==> src/rtl/nibble_sweep_pkg.sv <==
// Shared types, constants and helpers for the nibble sweep stimulus generator.
// The Gray drive option is compiled in only when NIBBLE_SWEEP_GRAY_EN is defined.
package nibble_sweep_pkg;

    typedef enum logic [0:0] {
        ST_IDLE = 1'b0,
        ST_RUN  = 1'b1
    } sweep_state_e;

    localparam int          CODE_W    = 4;
    localparam logic [3:0]  LAST_CODE = 4'hF;

    function automatic logic [CODE_W-1:0] bin2gray(input logic [CODE_W-1:0] bin);
        return bin ^ {1'b0, bin[CODE_W-1:1]};
    endfunction

    function automatic logic parity4(input logic [CODE_W-1:0] vec);
        return vec[0] ^ vec[1] ^ vec[2] ^ vec[3];
    endfunction

endpackage

==> src/rtl/nibble_sweep_gen_tick_div.sv <==
// Loadable down-counter that paces code advances; ticks when enabled at terminal count.
module sweep_tick_div
    import nibble_sweep_pkg::*;
#(
    parameter int DIV_W = 16
) (
    input  logic             clk,
    input  logic             rst_n,
    input  logic             load_i,
    input  logic [DIV_W-1:0] load_val_i,
    input  logic             en_i,
    output logic             tick_o
);

    localparam logic [DIV_W-1:0] CNT_ZERO = {DIV_W{1'b0}};
    localparam logic [DIV_W-1:0] CNT_ONE  = {{(DIV_W-1){1'b0}}, 1'b1};

    logic [DIV_W-1:0] cnt_q;
    logic [DIV_W-1:0] cnt_d;

    assign tick_o = en_i & (cnt_q == CNT_ZERO);

    // Load has priority so the owner can reload on the same cycle it sees the tick.
    always_comb begin
        cnt_d = cnt_q;
        if (load_i) begin
            cnt_d = load_val_i;
        end else if (en_i && (cnt_q != CNT_ZERO)) begin
            cnt_d = cnt_q - CNT_ONE;
        end else begin
            cnt_d = cnt_q;
        end
    end

    // Counter state register.
    always_ff @(posedge clk or negedge rst_n) begin
        if (!rst_n) begin
            cnt_q <= CNT_ZERO;
        end else begin
            cnt_q <= cnt_d;
        end
    end

endmodule

==> src/rtl/nibble_sweep_gen.sv <==
// Phase sequencer for the 4-input parity tree: steps a 4-bit code at a programmable rate.
// Gray-coded drive is available only when NIBBLE_SWEEP_GRAY_EN is defined.
module nibble_sweep_gen
    import nibble_sweep_pkg::*;
#(
    parameter int DIV_W = 16
) (
    input  logic             clk,
    input  logic             rst_n,
    input  logic             start,
    input  logic             stop,
    input  logic [DIV_W-1:0] half_period,
    input  logic             loop,
    input  logic             gray_mode,
    output logic             clk1,
    output logic             clk2,
    output logic             clk3,
    output logic             clk4,
    output logic             exp_parity,
    output logic             busy,
    output logic             step,
    output logic             wrap,
    output logic             done
);

    localparam logic [DIV_W-1:0]  DIV_ZERO  = {DIV_W{1'b0}};
    localparam logic [DIV_W-1:0]  DIV_ONE   = {{(DIV_W-1){1'b0}}, 1'b1};
    localparam logic [CODE_W-1:0] CODE_ZERO = 4'h0;
    localparam logic [CODE_W-1:0] CODE_ONE  = 4'h1;

    sweep_state_e      state_q, state_d;
    logic [CODE_W-1:0] code_q, code_d;
    logic [DIV_W-1:0]  reload_q, reload_d;
    logic              loop_q, loop_d;
    logic [CODE_W-1:0] phase_q, phase_d;
    logic              par_q, par_d;
    logic              busy_q, busy_d;
    logic              step_q, step_d;
    logic              wrap_q, wrap_d;
    logic              done_q, done_d;

    logic              div_load_s;
    logic [DIV_W-1:0]  div_val_s;
    logic              div_en_s;
    logic              tick_s;
    logic [CODE_W-1:0] drive_s;

    sweep_tick_div #(
        .DIV_W (DIV_W)
    ) u_tick_div (
        .clk        (clk),
        .rst_n      (rst_n),
        .load_i     (div_load_s),
        .load_val_i (div_val_s),
        .en_i       (div_en_s),
        .tick_o     (tick_s)
    );

`ifdef NIBBLE_SWEEP_GRAY_EN
    logic gray_q, gray_d;
`else
    logic unused_gray_s;
    assign unused_gray_s = gray_mode;
`endif

    // Sweep control: start/stop handling, code advance and end-of-sweep pulses.
    always_comb begin
        state_d    = state_q;
        code_d     = code_q;
        reload_d   = reload_q;
        loop_d     = loop_q;
        step_d     = 1'b0;
        wrap_d     = 1'b0;
        done_d     = 1'b0;
        div_load_s = 1'b0;
        div_val_s  = DIV_ZERO;
        div_en_s   = 1'b0;
`ifdef NIBBLE_SWEEP_GRAY_EN
        gray_d     = gray_q;
`endif
        case (state_q)
            ST_IDLE: begin
                code_d = CODE_ZERO;
                // stop in the same cycle as start cancels the start
                if (start && !stop) begin
                    state_d    = ST_RUN;
                    reload_d   = (half_period == DIV_ZERO) ? DIV_ZERO : (half_period - DIV_ONE);
                    loop_d     = loop;
                    div_load_s = 1'b1;
                    div_val_s  = (half_period == DIV_ZERO) ? DIV_ZERO : (half_period - DIV_ONE);
`ifdef NIBBLE_SWEEP_GRAY_EN
                    gray_d     = gray_mode;
`endif
                end else begin
                    state_d = ST_IDLE;
                end
            end
            ST_RUN: begin
                div_en_s = 1'b1;
                if (stop) begin
                    state_d    = ST_IDLE;
                    code_d     = CODE_ZERO;
                    div_load_s = 1'b1;
                    div_val_s  = DIV_ZERO;
                end else if (tick_s) begin
                    div_load_s = 1'b1;
                    div_val_s  = reload_q;
                    step_d     = 1'b1;
                    code_d     = code_q + CODE_ONE;
                    if (code_q == LAST_CODE) begin
                        wrap_d = 1'b1;
                        if (!loop_q) begin
                            done_d     = 1'b1;
                            state_d    = ST_IDLE;
                            code_d     = CODE_ZERO;
                            div_val_s  = DIV_ZERO;
                        end else begin
                            state_d = ST_RUN;
                        end
                    end else begin
                        wrap_d = 1'b0;
                    end
                end else begin
                    state_d = ST_RUN;
                end
            end
            default: begin
                state_d = ST_IDLE;
                code_d  = CODE_ZERO;
            end
        endcase
    end

    // Output drive: phases and expected parity follow the next code so they stay aligned.
    always_comb begin
`ifdef NIBBLE_SWEEP_GRAY_EN
        drive_s = gray_d ? bin2gray(code_d) : code_d;
`else
        drive_s = code_d;
`endif
        phase_d = drive_s;
        par_d   = parity4(drive_s);
        busy_d  = (state_d == ST_RUN);
    end

    // State and registered outputs.
    always_ff @(posedge clk or negedge rst_n) begin
        if (!rst_n) begin
            state_q  <= ST_IDLE;
            code_q   <= CODE_ZERO;
            reload_q <= DIV_ZERO;
            loop_q   <= 1'b0;
            phase_q  <= CODE_ZERO;
            par_q    <= 1'b0;
            busy_q   <= 1'b0;
            step_q   <= 1'b0;
            wrap_q   <= 1'b0;
            done_q   <= 1'b0;
        end else begin
            state_q  <= state_d;
            code_q   <= code_d;
            reload_q <= reload_d;
            loop_q   <= loop_d;
            phase_q  <= phase_d;
            par_q    <= par_d;
            busy_q   <= busy_d;
            step_q   <= step_d;
            wrap_q   <= wrap_d;
            done_q   <= done_d;
        end
    end

`ifdef NIBBLE_SWEEP_GRAY_EN
    // Drive-order selection captured at start.
    always_ff @(posedge clk or negedge rst_n) begin
        if (!rst_n) begin
            gray_q <= 1'b0;
        end else begin
            gray_q <= gray_d;
        end
    end
`endif

    assign clk1       = phase_q[0];
    assign clk2       = phase_q[1];
    assign clk3       = phase_q[2];
    assign clk4       = phase_q[3];
    assign exp_parity = par_q;
    assign busy       = busy_q;
    assign step       = step_q;
    assign wrap       = wrap_q;
    assign done       = done_q;

endmodule

==> config.mk <==
export PLATFORM = sky130hd
export DESIGN_NAME = nibble_sweep_gen
export DESIGN_NICKNAME = d
export VERILOG_FILES = /design/src/rtl/nibble_sweep_pkg.sv /design/src/rtl/nibble_sweep_gen_tick_div.sv /design/src/rtl/nibble_sweep_gen.sv
export SDC_FILE = /design/constraint.sdc
export NUM_CORES = 1
export LEC_CHECK = 0
export CORE_MARGIN = 2
export CORE_UTILIZATION = 40
export CTS_BUF_LIST = sky130_fd_sc_hd__clkbuf_4 sky130_fd_sc_hd__clkbuf_8
export CTS_CLUSTER_DIAMETER = 40
export CTS_CLUSTER_SIZE = 8
export DETAILED_ROUTE_END_ITERATION = 16
export SLEW_MARGIN = 10
export SYNTH_ARGS = -nofsm -noshare
export SYNTH_HDL_FRONTEND = slang
export SYNTH_SLANG_ARGS = --single-unit
==> constraint.sdc <==
create_clock -name clk -period 3.2 [get_ports clk]
set_input_delay 0.48 -clock clk [delete_from_list [all_inputs] [get_ports clk]]
set_output_delay 0.48 -clock clk [all_outputs]
set_load 0.02 [all_outputs]
=== Word level (Yosys, flattened, before mapping) ===
Index checks and enable logic that the tools add are counted.
W data, S select, Z words.

* Bits in registers: 42
* Input bits: 22
* Logic and storage cells: 61
* Output and inout port bits: 9

* $add $sub $neg: 3
* Equal/unequal tests: 1
* Reduce and logical (&&, ||, !) cells: 8
* Bitwise operators: 5
* Muxes and demuxes: 35

{| class="wikitable"
|+ Operators by type and width
! cell !! number
|-
| $mux W16 || 8
|-
| $logic_not A16 Y1 || 2
|-
| $pmux W16 S2 || 1
|-
| $sub A16 B1 Y16 const B || 2
|-
| $mux W1 || 19
|-
| $mux W4 || 4
|-
| $reduce_bool A16 Y1 || 1
|-
| $pmux W4 S2 || 1
|-
| $add A4 B1 Y4 const B || 1
|-
| $eq A4 B4 Y1 const B || 1
|-
| $pmux W1 S2 || 2
|-
| $xor A1 B1 Y1 || 3
|-
| $logic_and A1 B1 Y1 || 2
|-
| $reduce_and A2 Y1 || 1
|-
| $reduce_bool A2 Y1 || 1
|-
| $and A1 B1 Y1 || 1
|-
| $logic_not A1 Y1 || 1
|-
| $not A1 Y1 || 1
|}

=== Longest topological paths before layout ===
* Word-level depth: 9
* Mapped depth: 10
* Depth with buffers taken out: 8

=== Modules after synthesis ===
A second synthesis with hierarchy kept.

* Cells, all modules: 308
* Area, all modules: 2722.6 sq um

{| class="wikitable"
|+ By module, submodules not included
! module !! area each (sq um) !! times used !! sequential area each (sq um) !! cells each
|-
| nibble_sweep_gen || 1651.6 || 1 || 650.6 || 180
|-
| sweep_tick_div || 1071.0 || 1 || 400.4 || 128
|}

=== Worst setup path after synthesis ===
OpenSTA, ideal clock, no wires.

* Path type: in2reg
* Start: input half_period[0]
* End: register u_tick_div.cnt_q[11]
* Path slack: 1.080 ns
* Data required time: 3.077 ns
* Arrival: 1.997 ns
* Buffers on the path: 1
* Stages on the path: 9
* Setup time: 0.123 ns
* Cells stage by stage: inv_1 > ha_1 > nor2b_1 > nand4_1 > o31ai_2 > buf_2 > a21oi_1 > a211oi_1 > nand2_1

* Longest elaborated chain between the ends: 5
* Elaborated cells between the ends (all ways): 6
* Classes of those cells: add/sub: 1; mux: 4; reduce/logical: 1

{| class="wikitable"
|+ Ends and longest elaborated chain
! item !! RTL line !! text
|-
| from (decl) || nibble_sweep_gen.sv:12 || <nowiki>input logic [DIV_W-1:0] half_period,</nowiki>
|-
| $sub A16 B1 Y16 or $logic_not A16 Y1 (tied branches) || nibble_sweep_gen.sv:90 || <nowiki>div_val_s = (half_period == DIV_ZERO) ? DIV_ZERO : (half_period - DIV_ONE);</nowiki>
|-
| $mux W16 (*) || nibble_sweep_gen.sv:90 ||
|-
| $mux W16 (*) || nibble_sweep_gen.sv:85 || <nowiki>if (start && !stop) begin</nowiki>
|-
| $pmux W16 S2 (*) || nibble_sweep_gen.sv:81 || <nowiki>case (state_q)</nowiki>
|-
| $mux W16 (*) || nibble_sweep_gen_tick_div.sv:26 || <nowiki>if (load_i) begin</nowiki>
|-
| to (signal assigned) || nibble_sweep_gen_tick_div.sv:40 || <nowiki>cnt_q <= cnt_d;</nowiki>
|-
| to (decl) || nibble_sweep_gen_tick_div.sv:18 || <nowiki>logic [DIV_W-1:0] cnt_q;</nowiki>
|}

Every way passes the cells marked *; elsewhere a longest branch is shown, timed or not.
A chain may end at the register's enable or synchronous reset.

=== Worst setup path after layout ===
* Start: register u_tick_div.cnt_q[0]
* End: register u_tick_div.cnt_q[5]

* Longest elaborated chain between the ends: 6
* Elaborated cells between the ends (all ways): 14
* Classes of those cells: add/sub: 1; mux: 8; bitwise: 1; reduce/logical: 4

{| class="wikitable"
|+ Ends and longest elaborated chain
! item
|-
| branches (longest 6 deep; another with $sub A16 B1 Y16)
|}

Several ways; the timed one is not identified. The select of a mux whose other input is x is not followed.

==> results list <==
- Critical Path End Type: register
* Estimated wirelength of the detail-placed design: approximately 3.9 mm
- The die covers between 6000 and 7000 um^2.
* Relative slew slack: 0.2587
* Tmin final: about 2.8 ns
- met2 is the most crowded layer.
- Number of fill cells in the layout: 571
* Maximum number of pins on one net before global-route repair: between 40 and 50
* Maximum net fanout on the critical path: 15
- 0 antenna diodes ended up in the layout.
- The tree is rooted in a clkbuf_8.
- In the global route stage, met3 resource usage came out at 0.02637.
- Post-cts resize count: 0
- Unrepaired setup endpoints after global routing: false
- VDD sags by at most 0.1906 mV.
- Average wire length per cell after detail routing: approximately 15 um
* Hold Fails Final Rpt: 0
- Deepest level of the CTS H-tree: 2
- Unique cell type count in the Yosys netlist: 48
- Status: finished clean
- For the worst flop-to-flop path, the logic depth is 8.
- The synthesized netlist occupies a cell area of between 2000 and 2500 um^2.
- Once layout is complete, the cells apart from fillers number ~370.
- Dividing the detail-routed via count by the number of cells gives ~5.6.
- For this run, global-route usage on met2 was measured as 0.2844.
* Achievable frequency: between 0.3 and 0.4 GHz
- For met1 alone, demand over resource in global routing was 0.2544.
* P per Cell Area: about 490 nW/um^2
- Setup violations remaining at the end of the flow were counted as 0.
- After the first detailed-routing iteration, the DRC count stood at around 160.
- Across the routed clock network, the largest skew measured is around 0.010 ns.
- For this run, asynchronously set or reset flops after synthesis account for 1.000.
- Critical path data required time: approximately 3.4 ns
- Routed Antenna Nets: 0
- Count of hold-fix buffers inserted at cts: 0
- Proportion of layout cells with a drive suffix above 1: 0.09764
- Placement row count: 28
- Data on the critical path arrives at its endpoint at ~3.0 ns.
- At the later pin of the worst-skew pair, clock insertion delay measures ~0.3 ns.
- In this run the vertical extent of the chip is around 81 um.
* Final weighted congestion of routability-driven global placement: roughly 0.74
- The most used flip-flop cell after synthesis is dfrtp_1.
* Fin nets: 322
- First-pass iteration count of the detailed router: 4
- In this run, CTS created clock tree buffers numbering 5.
* Max Slew Vio Count: 0
* Final total power: between 1 and 1.5 mW
* Syn_nets: around 290
- Max clock buf depth: 2
- Port buffering added 29 buffers.
* Number of global-route vias before repair: roughly 1900
* Die Span X: between 80 and 90 um
* Yosys reg bits: 42
* # DRC: 0
* Most frequently used cell type in the post-synthesis netlist: dfrtp_1
- Total Routing Usage GR: 0.1797
- The total area inside the core boundary comes to approximately 5900 um^2.
* Number of vias in the routed layout: about 2100
- The first global-routing pass estimated 9.087 mm of wire.
- The total overflow left after global routing is 0.
- After clock tree synthesis, the clock-pin slew on the worst setup and hold paths is approximately 0.08 ns.
* Cell types with the highest counts after synthesis: dfrtp_1 (42), nand2_1 (29), nor2_1 (25), a21oi_1 (18), o21ai_0 (13)
- Area leader, netlist: dfrtp_1
- Dpl cells: roughly 360
* Average cell area after synthesis: 9.270 um^2
- The share of synthesized area in the top cell type comes to 0.4377.
* Yosys synthesis warning count: 0
- The setup path with the least slack is of type reg2reg.
* Number of primary I/O pins: 31
* CTS tree: done
* Pin slew with the least headroom to its limit: 1.110 ns
* Static Leak: about 1.2 nW
- The area growth from synthesis to layout is 20.84%.
- The initial antenna violation count is 0.
* Share of the clock period used by the worst path: 0.8612
- Total Negative Setup Slacks: 0 ns
- STA classifies the critical path startpoint as a register.
- Number of maximum-capacitance constraint violations: 0
- Top cells by area, synth: dfrtp_1 (44%), nand2_1 (4.5%), nor2_1 (3.9%)
- Clock tree synthesis found a total of between 40 and 50 sinks.
- Synthesis produced 259 cells.
- The initial utilization of the core area, before any placement, comes to 0.4104.
- Tightest Hold Check Type: in2async
* Fraction of the yosys area taken by sequential cells: 0.4377
- Buffers added to address setup during post-CTS repair amount to 0.
* Count of flip-flops with a built-in enable after synthesis: 0
- Total wire length after detailed routing: 5.450 mm
## flip-flops by register name (all words and copies together) (netlist names)
name	flops
phase_q	4
wrap	1
loop_q	1
reload_q	16
step	1
done	1
u_tick_div.cnt_q	16
busy	1
exp_parity	1
## metrics by stage
stage,hold WS [ns],instance area [um^2],setup slack [ns],utilization
CTS,0.3597,2902,0.4473,0.4959
global placement,0.4591,2806,0.3899,0.4797
floorplan,0.1844,2401,1.080,-
finish,0.3071,2902,0.4442,0.4959
global route,0.3977,2902,0.1747,0.4959
detailed placement,0.4661,2806,0.3174,0.4797
## worst max-delay path, cell delays in order, from the launching register on
cell and delay, ns:
dfrtp_1 0.43, inv_1 0.08, ha_1 0.21, nor4bb_1 0.15, nand4_2 0.26, nor2b_1 0.92
nand2_1 0.16, o41ai_1 0.31, a221o_1 0.16
## power breakdown
group / total, mW / internal (mW) / switching, mW
registers: 0.716 / 0.620 / 0.0961
logic: 0.333 / 0.157 / 0.176
clock network: 0.363 / 0.183 / 0.180
## worst paths after layout
path	endpoint	startpoint	slack [ns]
min reg2reg	reload_q[3]$_DFFE_PN0P_	reload_q[3]$_DFFE_PN0P_	0.48
max reg2reg	u_tick_div.cnt_q[5]$_DFFE_PN0P_	u_tick_div.cnt_q[0]$_DFFE_PN0P_	0.44
min	phase_q[3]$_DFF_PN0_	rst_n	0.31
max in group asynchronous	u_tick_div.cnt_q[8]$_DFFE_PN0P_	rst_n	2.30
min in group clk	reload_q[3]$_DFFE_PN0P_	reload_q[3]$_DFFE_PN0P_	0.48
max	u_tick_div.cnt_q[5]$_DFFE_PN0P_	u_tick_div.cnt_q[0]$_DFFE_PN0P_	0.44
## area by class of cell
| class | count | area, um^2 | area share |
|---|---|---|---|
| clock inverters | 1 | 5.005 | 0.001725 |
| well taps | 75 | 93.84 | 0.03234 |
| flip-flops and latches | 42 | 1051 | 0.3622 |
| clock buffers | 7 | 90.09 | 0.03105 |
| inverters | 7 | 26.28 | 0.009056 |
| multi-input cells | 202 | 1282 | 0.4420 |
| repair buffers | 38 | 352.8 | 0.1216 |
## layer usage
layer | vias up | part of all wire
met5 | - | 0
met4 | 0 | 0.015
met3 | 6 | 0.036
met2 | 47 | 0.45
met1 | 999 | 0.50
li1 | 1027 | -
## cells in the final DEF (no fill, tap or decap), drive strengths merged, types with 2 or more instances in the layout
cell type | netlist | layout
nor3 | 11 | 11
nor2b | 4 | 4
a211oi | 9 | 9
clkdlybuf4s50 | 0 | 28
ha | 4 | 4
nand3 | 7 | 7
buf | 4 | 10
a221oi | 3 | 3
a311oi | 3 | 3
nand4 | 4 | 4
or3 | 8 | 8
mux2i | 2 | 2
xnor2 | 10 | 10
clkbuf | 4 | 7
o21ai | 13 | 13
nor2 | 25 | 25
nand2 | 29 | 29
nor4 | 7 | 7
xor2 | 5 | 5
dfrtp | 42 | 42
nand2b | 8 | 8
a21o | 10 | 10
inv | 7 | 7
o41ai | 2 | 2
o31ai | 4 | 4
a21oi | 19 | 19
## cells by family (layout without fill, tap and decap cells)
family	count (synthesis)	after routing	share of synthesized area
simple gates	109	109	0.2434
compound gates	72	72	0.2069
flops	42	42	0.4377
xor+xnor	15	15	0.05471
buf+inv	15	53	0.02814
fa+ha+maj	4	4	0.02085
mux	2	2	0.008338
Power figures use the tool's default switching activity.
